--- src/rtl/memory_bus_arbiter_if.sv ---
// Bus bundle between the two requesters, the arbiter and the shared memory port.
//
// Signals
//   r0_*  : requester 0 (core) read/write request level, address, write data,
//           read data and one-cycle response pulse.
//   r1_*  : the same for requester 1 (controller loader/debug master).
//   mem_* : the single shared memory port. Request levels, address and write
//           data go to memory; read data and a one-cycle response come back.
//
// Modports
//   master : the arbiter's view. It serves the requesters and masters memory.
//   slave  : the environment's view (requesters and memory together).
interface memory_bus_arbiter_if #(
    parameter int unsigned BUS_WIDTH = 32
);
    // Requester 0
    logic                 r0_read;
    logic                 r0_write;
    logic [BUS_WIDTH-1:0] r0_address;
    logic [BUS_WIDTH-1:0] r0_write_data;
    logic [BUS_WIDTH-1:0] r0_read_data;
    logic                 r0_response;

    // Requester 1
    logic                 r1_read;
    logic                 r1_write;
    logic [BUS_WIDTH-1:0] r1_address;
    logic [BUS_WIDTH-1:0] r1_write_data;
    logic [BUS_WIDTH-1:0] r1_read_data;
    logic                 r1_response;

    // Shared memory port
    logic                 mem_read;
    logic                 mem_write;
    logic [BUS_WIDTH-1:0] mem_address;
    logic [BUS_WIDTH-1:0] mem_write_data;
    logic [BUS_WIDTH-1:0] mem_read_data;
    logic                 mem_response;

    modport master (
        input  r0_read, r0_write, r0_address, r0_write_data,
        output r0_read_data, r0_response,
        input  r1_read, r1_write, r1_address, r1_write_data,
        output r1_read_data, r1_response,
        output mem_read, mem_write, mem_address, mem_write_data,
        input  mem_read_data, mem_response
    );

    modport slave (
        output r0_read, r0_write, r0_address, r0_write_data,
        input  r0_read_data, r0_response,
        output r1_read, r1_write, r1_address, r1_write_data,
        input  r1_read_data, r1_response,
        input  mem_read, mem_write, mem_address, mem_write_data,
        output mem_read_data, mem_response
    );
endinterface

--- src/rtl/memory_bus_arbiter.sv ---
// Two-master arbiter sharing one request/response memory port between the core
// (requester 0) and the controller's internal memory master (requester 1).
// One requester is served at a time; simultaneous requests alternate
// round-robin. The grant is held until memory answers or the watchdog fires,
// then one RELEASE cycle separates transactions.
//
// Ports
//   clk          : single clock, rising edge.
//   reset        : synchronous, active-high.
//   bus          : memory_bus_arbiter_if.master (requester and memory signals).
//   grant        : index of the current or most recent owner.
//   busy         : high while a transaction is outstanding on memory.
//   timeout_flag : sticky, set when the watchdog completes a transaction;
//                  cleared only by reset.
//
// Parameters
//   BUS_WIDTH      : address/data width.
//   TIMEOUT_CYCLES : BUSY cycles before forced completion, 0 disables.
//   TIMEOUT_DATA   : read data returned on a forced completion.
module memory_bus_arbiter #(
    parameter int unsigned          BUS_WIDTH      = 32,
    parameter int unsigned          TIMEOUT_CYCLES = 1024,
    parameter logic [BUS_WIDTH-1:0] TIMEOUT_DATA   = 32'hDEADBEEF
) (
    input  logic                  clk,
    input  logic                  reset,
    memory_bus_arbiter_if.master  bus,
    output logic                  grant,
    output logic                  busy,
    output logic                  timeout_flag
);

    // Counter only has to reach TIMEOUT_CYCLES-1.
    localparam int unsigned CNT_W = (TIMEOUT_CYCLES > 1) ? $clog2(TIMEOUT_CYCLES) : 1;
    localparam logic [CNT_W-1:0] CNT_LIMIT = CNT_W'(TIMEOUT_CYCLES - 1);
    localparam bit WDOG_EN = (TIMEOUT_CYCLES != 0);

    typedef enum logic [1:0] {
        StIdle,
        StBusy,
        StRelease
    } state_e;

    state_e               state_q;
    logic                 last_grant_q;
    logic                 grant_q;
    logic                 busy_q;
    logic                 mem_read_q;
    logic                 mem_write_q;
    logic [BUS_WIDTH-1:0] addr_q;
    logic [BUS_WIDTH-1:0] wdata_q;
    logic                 flag_q;
    logic [CNT_W-1:0]     cnt_q;

    logic                 act0;
    logic                 act1;
    logic                 pick;
    logic                 pick_read;
    logic                 mem_done;
    logic                 wdog_hit;
    logic                 complete;
    logic [BUS_WIDTH-1:0] resp_data;

    always_comb begin
        act0 = bus.r0_read | bus.r0_write;
        act1 = bus.r1_read | bus.r1_write;
        // On a tie the requester that was not served last wins; otherwise
        // whichever one is active (act1 alone selects 1, act0 alone selects 0).
        pick = (act0 && act1) ? ~last_grant_q : act1;
        // Read has priority when a requester raises both read and write.
        pick_read = pick ? bus.r1_read : bus.r0_read;

        // Responses are suppressed during reset so a transaction killed by
        // reset never reports completion.
        mem_done = (state_q == StBusy) && bus.mem_response && !reset;
        // A real memory answer in the limit cycle wins over the watchdog.
        wdog_hit = WDOG_EN && (state_q == StBusy) && (cnt_q == CNT_LIMIT)
                   && !bus.mem_response && !reset;
        complete  = mem_done | wdog_hit;
        resp_data = mem_done ? bus.mem_read_data : TIMEOUT_DATA;
    end

    // Completion is passed through combinationally: zero-latency response.
    assign bus.r0_response  = complete && (grant_q == 1'b0);
    assign bus.r1_response  = complete && (grant_q == 1'b1);
    assign bus.r0_read_data = bus.r0_response ? resp_data : '0;
    assign bus.r1_read_data = bus.r1_response ? resp_data : '0;

    assign bus.mem_read       = mem_read_q;
    assign bus.mem_write      = mem_write_q;
    assign bus.mem_address    = addr_q;
    assign bus.mem_write_data = wdata_q;
    assign grant              = grant_q;
    assign busy               = busy_q;
    assign timeout_flag       = flag_q;

    always_ff @(posedge clk) begin
        if (reset) begin
            state_q      <= StIdle;
            last_grant_q <= 1'b1;
            grant_q      <= 1'b0;
            busy_q       <= 1'b0;
            mem_read_q   <= 1'b0;
            mem_write_q  <= 1'b0;
            addr_q       <= '0;
            wdata_q      <= '0;
            flag_q       <= 1'b0;
            cnt_q        <= '0;
        end else begin
            unique case (state_q)
                StIdle: begin
                    if (act0 || act1) begin
                        grant_q     <= pick;
                        addr_q      <= pick ? bus.r1_address : bus.r0_address;
                        wdata_q     <= pick ? bus.r1_write_data : bus.r0_write_data;
                        mem_read_q  <= pick_read;
                        mem_write_q <= !pick_read;
                        busy_q      <= 1'b1;
                        cnt_q       <= '0;
                        state_q     <= StBusy;
                    end
                end
                StBusy: begin
                    if (complete) begin
                        mem_read_q   <= 1'b0;
                        mem_write_q  <= 1'b0;
                        busy_q       <= 1'b0;
                        last_grant_q <= grant_q;
                        if (wdog_hit) begin
                            flag_q <= 1'b1;
                        end
                        state_q <= StRelease;
                    end else begin
                        // Wraps harmlessly when the watchdog is disabled.
                        cnt_q <= cnt_q + 1'b1;
                    end
                end
                StRelease: begin
                    state_q <= StIdle;
                end
                default: begin
                    state_q <= StIdle;
                end
            endcase
        end
    end

endmodule
--- src/flat_wrapper.sv ---
// flat-port wrapper written by rule: the top's interface ports become plain ports
module memory_bus_arbiter_flat 
#(
    parameter int unsigned          BUS_WIDTH      = 32,
    parameter int unsigned          TIMEOUT_CYCLES = 1024,
    parameter logic [BUS_WIDTH-1:0] TIMEOUT_DATA   = 32'hDEADBEEF
)
  (clk, reset, grant, busy, timeout_flag, bus_r0_read, bus_r0_write, bus_r0_address, bus_r0_write_data, bus_r0_read_data, bus_r0_response, bus_r1_read, bus_r1_write, bus_r1_address, bus_r1_write_data, bus_r1_read_data, bus_r1_response, bus_mem_read, bus_mem_write, bus_mem_address, bus_mem_write_data, bus_mem_read_data, bus_mem_response);
  memory_bus_arbiter_if #(.BUS_WIDTH(BUS_WIDTH)) bus_i ();
  input  logic clk;
  input  logic reset;
  output logic grant;
  output logic busy;
  output logic timeout_flag;
  input wire logic [$bits(bus_i.r0_read)-1:0] bus_r0_read;
  input wire logic [$bits(bus_i.r0_write)-1:0] bus_r0_write;
  input wire logic [$bits(bus_i.r0_address)-1:0] bus_r0_address;
  input wire logic [$bits(bus_i.r0_write_data)-1:0] bus_r0_write_data;
  output wire logic [$bits(bus_i.r0_read_data)-1:0] bus_r0_read_data;
  output wire logic [$bits(bus_i.r0_response)-1:0] bus_r0_response;
  input wire logic [$bits(bus_i.r1_read)-1:0] bus_r1_read;
  input wire logic [$bits(bus_i.r1_write)-1:0] bus_r1_write;
  input wire logic [$bits(bus_i.r1_address)-1:0] bus_r1_address;
  input wire logic [$bits(bus_i.r1_write_data)-1:0] bus_r1_write_data;
  output wire logic [$bits(bus_i.r1_read_data)-1:0] bus_r1_read_data;
  output wire logic [$bits(bus_i.r1_response)-1:0] bus_r1_response;
  output wire logic [$bits(bus_i.mem_read)-1:0] bus_mem_read;
  output wire logic [$bits(bus_i.mem_write)-1:0] bus_mem_write;
  output wire logic [$bits(bus_i.mem_address)-1:0] bus_mem_address;
  output wire logic [$bits(bus_i.mem_write_data)-1:0] bus_mem_write_data;
  input wire logic [$bits(bus_i.mem_read_data)-1:0] bus_mem_read_data;
  input wire logic [$bits(bus_i.mem_response)-1:0] bus_mem_response;
  assign bus_i.r0_read = bus_r0_read;
  assign bus_i.r0_write = bus_r0_write;
  assign bus_i.r0_address = bus_r0_address;
  assign bus_i.r0_write_data = bus_r0_write_data;
  assign bus_r0_read_data = bus_i.r0_read_data;
  assign bus_r0_response = bus_i.r0_response;
  assign bus_i.r1_read = bus_r1_read;
  assign bus_i.r1_write = bus_r1_write;
  assign bus_i.r1_address = bus_r1_address;
  assign bus_i.r1_write_data = bus_r1_write_data;
  assign bus_r1_read_data = bus_i.r1_read_data;
  assign bus_r1_response = bus_i.r1_response;
  assign bus_mem_read = bus_i.mem_read;
  assign bus_mem_write = bus_i.mem_write;
  assign bus_mem_address = bus_i.mem_address;
  assign bus_mem_write_data = bus_i.mem_write_data;
  assign bus_i.mem_read_data = bus_mem_read_data;
  assign bus_i.mem_response = bus_mem_response;
  memory_bus_arbiter #(.BUS_WIDTH(BUS_WIDTH), .TIMEOUT_CYCLES(TIMEOUT_CYCLES), .TIMEOUT_DATA(TIMEOUT_DATA)) u_core (.clk(clk), .reset(reset), .bus(bus_i), .grant(grant), .busy(busy), .timeout_flag(timeout_flag));
endmodule
--- config.mk ---
export PLATFORM = sky130hd
export DESIGN_NAME = memory_bus_arbiter_flat
export DESIGN_NICKNAME = d
export VERILOG_FILES = /design/src/rtl/memory_bus_arbiter_if.sv /design/src/rtl/memory_bus_arbiter.sv /design/src/flat_wrapper.sv
export SDC_FILE = /design/constraint.sdc
export NUM_CORES = 1
export LEC_CHECK = 0
export ABC_AREA = 1
export ABC_CLOCK_PERIOD_IN_PS = 4570
export CORE_AREA = 4 4 115 117
export CTS_CLUSTER_DIAMETER = 80
export DETAILED_ROUTE_END_ITERATION = 16
export DIE_AREA = 0 0 119 121
export GPL_ROUTABILITY_DRIVEN = 0
export PLACE_DENSITY = 0.82
export SLEW_MARGIN = 5
export SYNTH_ARGS = -nofsm -noshare
export SYNTH_HDL_FRONTEND = slang
export SYNTH_SLANG_ARGS = --single-unit
--- constraint.sdc ---
create_clock -name clk -period 4.57 [get_ports clk]
set_input_delay 0.457 -clock clk [delete_from_list [all_inputs] [get_ports clk]]
set_output_delay 0.457 -clock clk [all_outputs]
set_load 0.02 [all_outputs]
==> results.md, run 1 <==
* Crit Path Class: in -> out
* IO buf count at 301
* Initial Util at 0.356
* Status: finished clean
* Slew @ Worst Pin at 1130 ps
* Total grt overflow at 0
* # hold bufs at CTS at 0
* CTS tree: done
* Final min period at 3270 ps
* Die area at 14400 µm²
* DRT iter0 DRCs at 231
* Tcrit/Tclk final at 0.716
* # clock sinks at 82
* Routed Antenna Nets at 0
* Max-slew violations at 0
* FP Rows at 41
* Most frequent cells in the layout: clkdlybuf4s50_1 (301), nand2_1 (169), dfxtp_1 (82)
* Postcts setup bufs at 0
* Post-synthesis instance area at 4400 µm²
* CTS max path bufs at 2
* Crit path DAT at 2820 ps
* Worst-path clk slew at 60 ps
* Count of different cell masters after synthesis at 32
* Critical Path Source: reset
* RSZ-0062 raised after global routing: false
* IO Pins at 302
* Cells after synthesis at 623
* Die H at 121 µm
* Clk root buf: clkbuf_16
* Vias in the first global route at 4708
* Most used DFF post-synth: dfxtp_1
* Reg-to-reg endpoint: u_core.bus.mem_write_data[26]$_SDFFE_PP0P_
* Drt total wl at 16000 µm
* Largest net degree at the start of global routing at 75
* Non-filler cells, final at 1069
* Post-cts sizing count at 0
* Worst reg2reg startpoint: u_core.last_grant_q$_SDFFE_PP1P_
* Crit-path max FO at 31
* Core ar. at 12400 µm²
* Setup crit start kind: input pin
* PD cells at 291 nW/µm²
* Avg Cell Area, Syn at 7.06 µm²
* Total track usage at 0.211
* Setup crit end kind: output port
* Skew final at 6.70 ps
* Via density at 4.71
* Tightest Hold Check Type: reg -> reg
* Per-cell routed wire length at 15.0 µm
* Chip width at 119 µm
* 1st-pass router iterations at 4
* Share of layout cells above drive strength 1 at 0.0847
* H-tree lvl count at 3
* Peak supply drop at 0.253 mV
* Area Overhead vs Synth at 75.7%
* Antenna diode count at 0
* Crit path to: bus_r1_read_data[1]
* Yosys Warn Count at 0
* Final HPWL DP at 11900 µm
* DR DRC count at 0
* Data required, critical path at 4110 ps
* Global-route wire length before repair at 24400 µm
* Total Nets Final at 1061
* Worst Reg2Reg Path Length in Cells at 5
* Initial antenna violation count at 0
* Setup tns final at 0 ps
* FMAX at 306 MHz
* #FFs+latches synth at 82
* Setup Viol. Count Final at 0
* Post-Syn Nets at 791
* Post-synthesis sequential area ratio at 0.373
* Placed Cells at 1054
* Final Hold Fails at 0
* Static Leakage at 0.00324 µW
* Reg2Reg Setup Slack at 2720 ps
* Async SR Flop Fraction at 0
* EDFF count, synth at 0
* Max-cap violations at 0
* Via count at 5032
* Slew Limit Headroom at 0.246
* Commonest non-fill, non-tap cell in the layout: clkdlybuf4s50_1
* Cts bufs inserted at 9
* Worst skew pair latency at 340 ps
[layout make-up]
class                           count  area (µm²)
Multi-Input combinational cell    422        2220
Timing Repair Buffer              306        3080
Fill cell                        1088        4630
Clock inverter                      2        35.0
Sequential cell                    82        1640
Tap cell                          172         215
Inverter                           72         272
Clock buffer                       13         270
[worst min-delay path by stage]
stage                                      startpoint                                end  slack (ps)  depth (start not counted)
floorplan                u_core.cnt_q[0]$_SDFFE_PP0P_       u_core.cnt_q[0]$_SDFFE_PP0P_         450                          1
detailed placement           u_core.busy$_SDFFE_PP0P_           u_core.busy$_SDFFE_PP0P_         460                          2
CTS                          u_core.busy$_SDFFE_PP0P_           u_core.busy$_SDFFE_PP0P_         470                          2
global placement    u_core.bus.mem_write$_SDFFE_PP0P_  u_core.bus.mem_write$_SDFFE_PP0P_         450                          2
finish                       u_core.busy$_SDFFE_PP0P_           u_core.busy$_SDFFE_PP0P_         470                          2
global route                 u_core.busy$_SDFFE_PP0P_           u_core.busy$_SDFFE_PP0P_         500                          2
[registers in the layout, summed over array words and instances, names as in the netlist]
register                   flops
u_core.busy                    1
u_core.bus.mem_read            1
u_core.grant                   1
u_core.last_grant_q            1
u_core.bus.mem_write_data     32
u_core.cnt_q                  10
u_core.state_q                 2
u_core.timeout_flag            1
u_core.bus.mem_write           1
u_core.bus.mem_address        32
[routing by layer]
metal	part of all wire	global-route usage	up-vias
li1	-	-	2594
met1	0.41	0.251	2291
met2	0.52	0.367	134
met3	0.061	0.0657	13
met4	0.013	0.0558	0
met5	0	0	-
[cells by family after synthesis]
group | synth area share
simple gates | 0.240
compound gates | 0.258
buf+inv | 0.124
flops | 0.373
xor+xnor | 0.00199
fa+ha+maj | 0.00284
[Yosys cell counts (2+ instances only)]
cell type  count  area share
nor3_1         3      0.0034
inv_1         66       0.056
nand2_4        4       0.010
nand2_1      169        0.14
and2_1         2      0.0028
a31oi_1       39       0.055
clkbuf_1      17       0.015
o21bai_1       2      0.0034
dfxtp_1       82        0.37
buf_4          4      0.0068
nand3_2        3      0.0068
buf_6          8       0.020
nand2_2        2      0.0028
nand3_1       31       0.035
buf_2         16       0.018
nor2_1        29       0.025
a21oi_1       19       0.022
o211ai_1      26       0.044
a21oi_2       37       0.074
inv_2          5      0.0043
o21ai_0       47       0.053
o21a_1         2      0.0034
[stage by stage]
stage	worst slack (ps)	hold WS [ps]	utilization	total power (µW)	instance area, µm²
2_1_floorplan	2630	450	-	1160	4400
3_3_place_gp	1350	454	0.600	1510	7420
3_5_place_dp	1320	462	0.600	1520	7420
4_1_cts	1310	469	0.625	2270	7730
5_1_grt	1130	499	0.625	2350	7730
6_report	1300	467	0.625	2250	7730
[power by group]
part	internal, µW	switching (µW)	total (µW)
Clock	464	278	742
Combinational	337	341	679
Sequential	785	39.8	825
Total	1590	659	2250
[critical path: stages]
cell	delay [ps]
clkdlybuf4s50_1	500
inv_2	100
nand3_2	130
inv_2	130
nand2_4	90
inv_2	440
buf_12	300
a21oi_1	110
clkdlybuf4s50_1	560
(Power assumes the default switching activity.)
==> run 2, diff against run 1 <==
Settings changed: ABC_CLOCK_PERIOD_IN_PS 4570 to 2770, CORE_AREA 4 4 115 117 to not set, CORE_MARGIN set to 4, CORE_UTILIZATION set to 32, DIE_AREA 0 0 119 121 to not set, PLACE_DENSITY 0.82 to 0.77.
Clock period 4.57 ns to 2.77 ns, I/O delays scaled along.
==> run 2 against run 1 <==
Critical endpoint is now bus_r1_read_data[20]; worst setup slack worse by 1200 ps; utilization down 3.5 points; die area up 8.9%; highest routed layer unchanged; sequential share of layout area down 0.39 points; via count up 0.93%; non-clock buffer count up 5; wire length up 1.8%; critical path type unchanged; final area up 1.9%.
==> results.md, run 2 (synthesized netlist as in run 1, its figures left out) <==
* RSZ-0062 raised after global routing: false
* PD cells at 467 nW/µm²
* Clk root buf: clkbuf_16
* FMAX at 378 MHz
* Routed Antenna Nets at 0
* Largest net degree at the start of global routing at 77
* Setup crit end kind: output port
* 1st-pass router iterations at 4
* Antenna diode count at 0
* Final HPWL DP at 12200 µm
* Crit path DAT at 2370 ps
* Via count at 5079
* Setup crit start kind: input pin
* Total power at 3680 µW
* IO Pins at 302
* Placed Cells at 1063
* Tightest Hold Check Type: reg -> reg
* Most frequent cells in the layout: clkdlybuf4s50_1 (249), nand2_1 (169), dfxtp_1 (82)
* Setup Viol. Count Final at 0
* Postcts setup bufs at 0
* Peak supply drop at 0.322 mV
* Vias in the first global route at 4793
* Total track usage at 0.197
* Worst-path clk slew at 60 ps
* Total grt overflow at 0
* Static Leakage at 0.00402 µW
* Initial Util at 0.330
* Crit-path max FO at 38
* Core ar. at 13300 µm²
* Slew Limit Headroom at 0.522
* Die H at 125 µm
* Non-filler cells, final at 1078
* IO buf count at 301
* Chip width at 125 µm
* Total Nets Final at 1066
* Setup tns final at 0 ps
* CTS tree: done
* Status: finished clean
* Data required, critical path at 2490 ps
* Via density at 4.71
* H-tree lvl count at 3
* Skew final at 4.36 ps
* Crit Path Class: in -> out
* # hold bufs at CTS at 0
* Cts bufs inserted at 9
* Die area at 15700 µm²
* Area Overhead vs Synth at 79.0%
* Initial antenna violation count at 0
* Number of fill cells at 1245
* # clock sinks at 82
* Drt total wl at 16300 µm
* FP Rows at 42
* Commonest non-fill, non-tap cell in the layout: clkdlybuf4s50_1
* Tcrit/Tclk final at 0.955
* Worst skew pair latency at 340 ps
* DRT iter0 DRCs at 332
* Per-cell routed wire length at 15.1 µm
* Share of layout cells above drive strength 1 at 0.0909
* DR DRC count at 0
* Max-cap violations at 0
* Global-route wire length before repair at 25200 µm
* Final min period at 2640 ps
* Final Hold Fails at 0
* CTS max path bufs at 2
* Max-slew violations at 0
* Final design utilization at 0.590
* Slew @ Worst Pin at 717 ps
run 2: changes by cell type in the layout (fill, tap and decap cells not counted), sizes merged:
cell and change:
dlymetal6s2s +40, buf +5, clkbuf -3, clkinv +1, clkinvlp +2, clkdlybuf4s50 -52
dlygate4sd2 +12
run 2: power by group:
group | internal, µW | leakage (µW) | switching (µW)
registers | 1300 | 0.000679 | 57.4
clock network | 714 | 0.000140 | 479
logic | 558 | 0.00320 | 577
total | 2570 | 0.00402 | 1110
run 2: what timing repair did:
| action | in CTS | in global routing |
|---|---|---|
| pin swaps | 0 | 0 |
| hold endpoints to repair | 0 | 0 |
| resized for setup | 14 | 40 |
| endpoints found under the setup margin | 48 | 40 |
run 2: final timing paths:
check | from | end | slack, ps | cells past startpoint
min reg2reg | u_core.bus.mem_write$_SDFFE_PP0P_ | u_core.bus.mem_write$_SDFFE_PP0P_ | 460 | 2
max reg2reg | u_core.cnt_q[0]$_SDFFE_PP0P_ | u_core.cnt_q[3]$_SDFFE_PP0P_ | 1010 | 8
max | reset | bus_r1_read_data[20] | 130 | 10
min | u_core.bus.mem_write$_SDFFE_PP0P_ | u_core.bus.mem_write$_SDFFE_PP0P_ | 460 | 2
run 2: final cells by class:
cell class,count,area (µm²),area share
Inverter,72,272,0.0345
Clock buffer,10,239,0.0303
Clock inverter,5,55.1,0.00699
Timing Repair Buffer,311,3210,0.408
Tap cell,176,220,0.0280
Multi-Input combinational cell,422,2240,0.284
Sequential cell,82,1640,0.208
run 2: through the flow:
| stage | hold slack (ps) | setup slack, ps | area (µm²) |
|---|---|---|---|
| 3_3_place_gp | 446 | 140 | 7480 |
| 6_report | 464 | 126 | 7880 |
| 5_1_grt | 485 | 2.97 | 7880 |
| 2_1_floorplan | 346 | 1010 | 4400 |
| 4_1_cts | 463 | 4.07 | 7770 |
| 3_5_place_dp | 453 | 101 | 7480 |
run 2: layer usage:
| layer | vias up | part of all wire | track usage |
|---|---|---|---|
| li1 | 2599 | - | - |
| met3 | 18 | 0.076 | 0.0729 |
| met4 | 0 | 0.012 | 0.0466 |
| met1 | 2298 | 0.40 | 0.229 |
| met2 | 164 | 0.51 | 0.346 |
| met5 | - | 0 | 0 |
run 2: worst max-delay path, stage by stage:
cell and delay (ps):
clkdlybuf4s50_1 440, inv_2 80, nand3_2 120, inv_2 130, nand2_4 90, inv_2 80, buf_12 240, nand2_1 130
nor2_1 120, clkdlybuf4s50_1 630
==> run 3, diff against run 2 <==
Settings changed: ABC_CLOCK_PERIOD_IN_PS 2770 to 2600, CORE_UTILIZATION 32 to 36, CTS_CLUSTER_DIAMETER 80 to 150, PLACE_DENSITY 0.77 to 0.82.
Clock period 2.77 ns to 2.6 ns, I/O delays scaled along.
==> run 3 against run 2 <==
Die area down 10%; final cell count fell by 2.2%; sequential share of layout area grew 0.20 points; first-iteration DRC count down 14%; critical path depth stayed put; critical endpoint is now bus_r0_read_data[29]; combinational power up 6%; clock-buffer cell count grew 1; largest power group unchanged; register-to-register slack got worse by 310 ps; non-clock buffer count grew 4; wire length decreased by 1.4%; clock power is 15% higher.
==> results.md, run 3 (synthesized netlist as in run 1, its figures left out) <==
* Vias in the first global route at 4722
* Total track usage at 0.218
* Setup crit start kind: input pin
* Sw Ratio at 0.294
* CTS max path bufs at 2
* Status: finished clean
* Worst Slack Setup Final at 90.4 ps
* Cell Area, Placed at 7480 µm²
* Max incr delay on CP at 620 ps
* Crit Path Class: in -> out
* Crit-path cells: clkdlybuf4s50_1 -> inv_2 -> nand3_2 -> inv_2 -> nand2_4 -> inv_2 -> buf_12 -> nand2_1 -> nor2_1 -> clkdlybuf4s50_1
* Routed Antenna Nets at 0
* Final Hold Fails at 0
* DR DRC count at 0
* Via count at 5027
* Via density at 4.77
* H-tree lvl count at 3
* IO Pins at 302
* Chip width at 119 µm
* Antenna diode count at 0
* Slew Limit Headroom at 0.524
* Clock power share at 0.341
* Tcrit/Tclk final at 0.965
* Static Leakage at 0.00369 µW
* Max-cap violations at 0
* Crit-path most repeated cell: inv_2
* Data required, critical path at 2340 ps
* Core ar. at 12000 µm²
* Reg power frac at 0.359
* Global-route wire length before repair at 25000 µm
* Postcts setup bufs at 0
* Final HPWL DP at 12200 µm
* Setup crit end kind: output port
* Clk root buf: clkbuf_16
* Slowest cell on the critical path: clkdlybuf4s50_1
* PD cells at 515 nW/µm²
* Crit path DAT at 2250 ps
* FP Rows at 40
* Worst skew pair latency at 330 ps
* CP delay by family, top: buffers and inverters
* # clock sinks at 82
* Commonest non-fill, non-tap cell in the layout: clkdlybuf4s50_1
* Number of fill cells at 1043
* Most frequent cells in the layout: clkdlybuf4s50_1 (239), nand2_1 (169), dfxtp_1 (82)
* # hold bufs at CTS at 0
* Total Nets Final at 1070
* Die area at 14100 µm²
* Peak supply drop at 0.456 mV
* Largest net degree at the start of global routing at 75
* Pre-CTS WS at 22.3 ps
* Crit-path max FO at 33
* DRT iter0 DRCs at 285
* Skew final at 3.26 ps
* Area Overhead vs Synth at 77.3%
* Internal Power at 2840 µW
* CTS tree: done
* Final min period at 2510 ps
* Die H at 119 µm
* FMAX at 398 MHz
* 1st-pass router iterations at 5
* Share of layout cells above drive strength 1 at 0.0959
* IO buf count at 301
* Setup Viol. Count Final at 0
* Drt total wl at 16100 µm
* P_sw at 1180 µW
* Cts bufs inserted at 9
* Logic pwr share at 0.300
* Post-Layout Inst Area at 7800 µm²
* Total grt overflow at 0
* Max-slew violations at 0
* Per-cell routed wire length at 15.2 µm
* Initial antenna violation count at 0
* Tightest Hold Check Type: reg -> reg
* Worst-path clk slew at 60 ps
* Slew @ Worst Pin at 714 ps
* Critical path buffer and inverter count at 6
* Initial Util at 0.366
==> run 3: changes by cell type in the layout (fill, tap and decap cells not counted), moves of 3 or more <==
| cell | delta |
|---|---|
| buf_4 | +3 |
| clkdlybuf4s15_1 | +12 |
| dlymetal6s2s_1 | -28 |
| dlygate4sd2_1 | +25 |
| clkdlybuf4s50_1 | -10 |
==> run 3: worst reg2reg max path: cells and delay by family, from the launching register on <==
| family | cells | cell delay (ps) |
|---|---|---|
| and+or+nand+nor | 6 | 960 |
| buffers and inverters | 1 | 170 |
| DFF | 1 | 380 |
| adders and majority gates | 1 | 230 |
| AOI/OAI and AO/OA | 1 | 130 |
==> run 3: power by group through the flow <==
stage	Clock (µW)	Sequential [µW]	Combinational (µW)
5_1_grt	1460	1460	1300
2_1_floorplan	0	1610	436
3_5_place_dp	0	1470	1220
4_1_cts	1400	1440	1210
6_report	1370	1440	1200
3_3_place_gp	0	1460	1220
==> run 3: routing by layer <==
metal,global-route usage,wire length [µm]
met2,0.361,7860
met5,0,0
met1,0.271,6660
met4,0.0492,177
met3,0.0813,1370
==> run 3: path summary, 6_finish.rpt <==
check                                   startpoint                          endpoint  slack, ps  cells past startpoint
hold reg to reg   u_core.timeout_flag$_SDFFE_PP0P_  u_core.timeout_flag$_SDFFE_PP0P_        450                      2
setup reg to reg      u_core.cnt_q[0]$_SDFFE_PP0P_      u_core.cnt_q[4]$_SDFFE_PP0P_        700                      9
setup / recovery                             reset              bus_r0_read_data[29]         90                     10
hold / removal    u_core.timeout_flag$_SDFFE_PP0P_  u_core.timeout_flag$_SDFFE_PP0P_        450                      2
==> run 3: area by class of cell <==
type / instances / area, µm² / area share
repair buffers: 315 / 3150 / 0.403
multi-input cells: 422 / 2240 / 0.287
flip-flops and latches: 82 / 1640 / 0.210
inverters: 72 / 272 / 0.0348
clock buffers: 11 / 243 / 0.0311
well taps: 147 / 184 / 0.0236
clock inverters: 5 / 77.6 / 0.00994
==> run 3: metrics by stage <==
stage | std cells | utilization | hold slack, ps | setup TNS, ps | power, µW
2_1_floorplan | 623 | - | 329 | 0 | 2040
3_3_place_gp | 1038 | 0.623 | 438 | 0 | 2680
3_5_place_dp | 1038 | 0.623 | 442 | 0 | 2690
4_1_cts | 1054 | 0.646 | 454 | 0 | 4060
5_1_grt | 1054 | 0.649 | 488 | -60.6 | 4210
6_report | 1054 | 0.649 | 452 | 0 | 4020
==> run 3: repair_timing <==
action / CTS / global route
resized for setup: 52 / 26
hold endpoints to repair: 0 / 0
endpoints found under the setup margin: 50 / 25
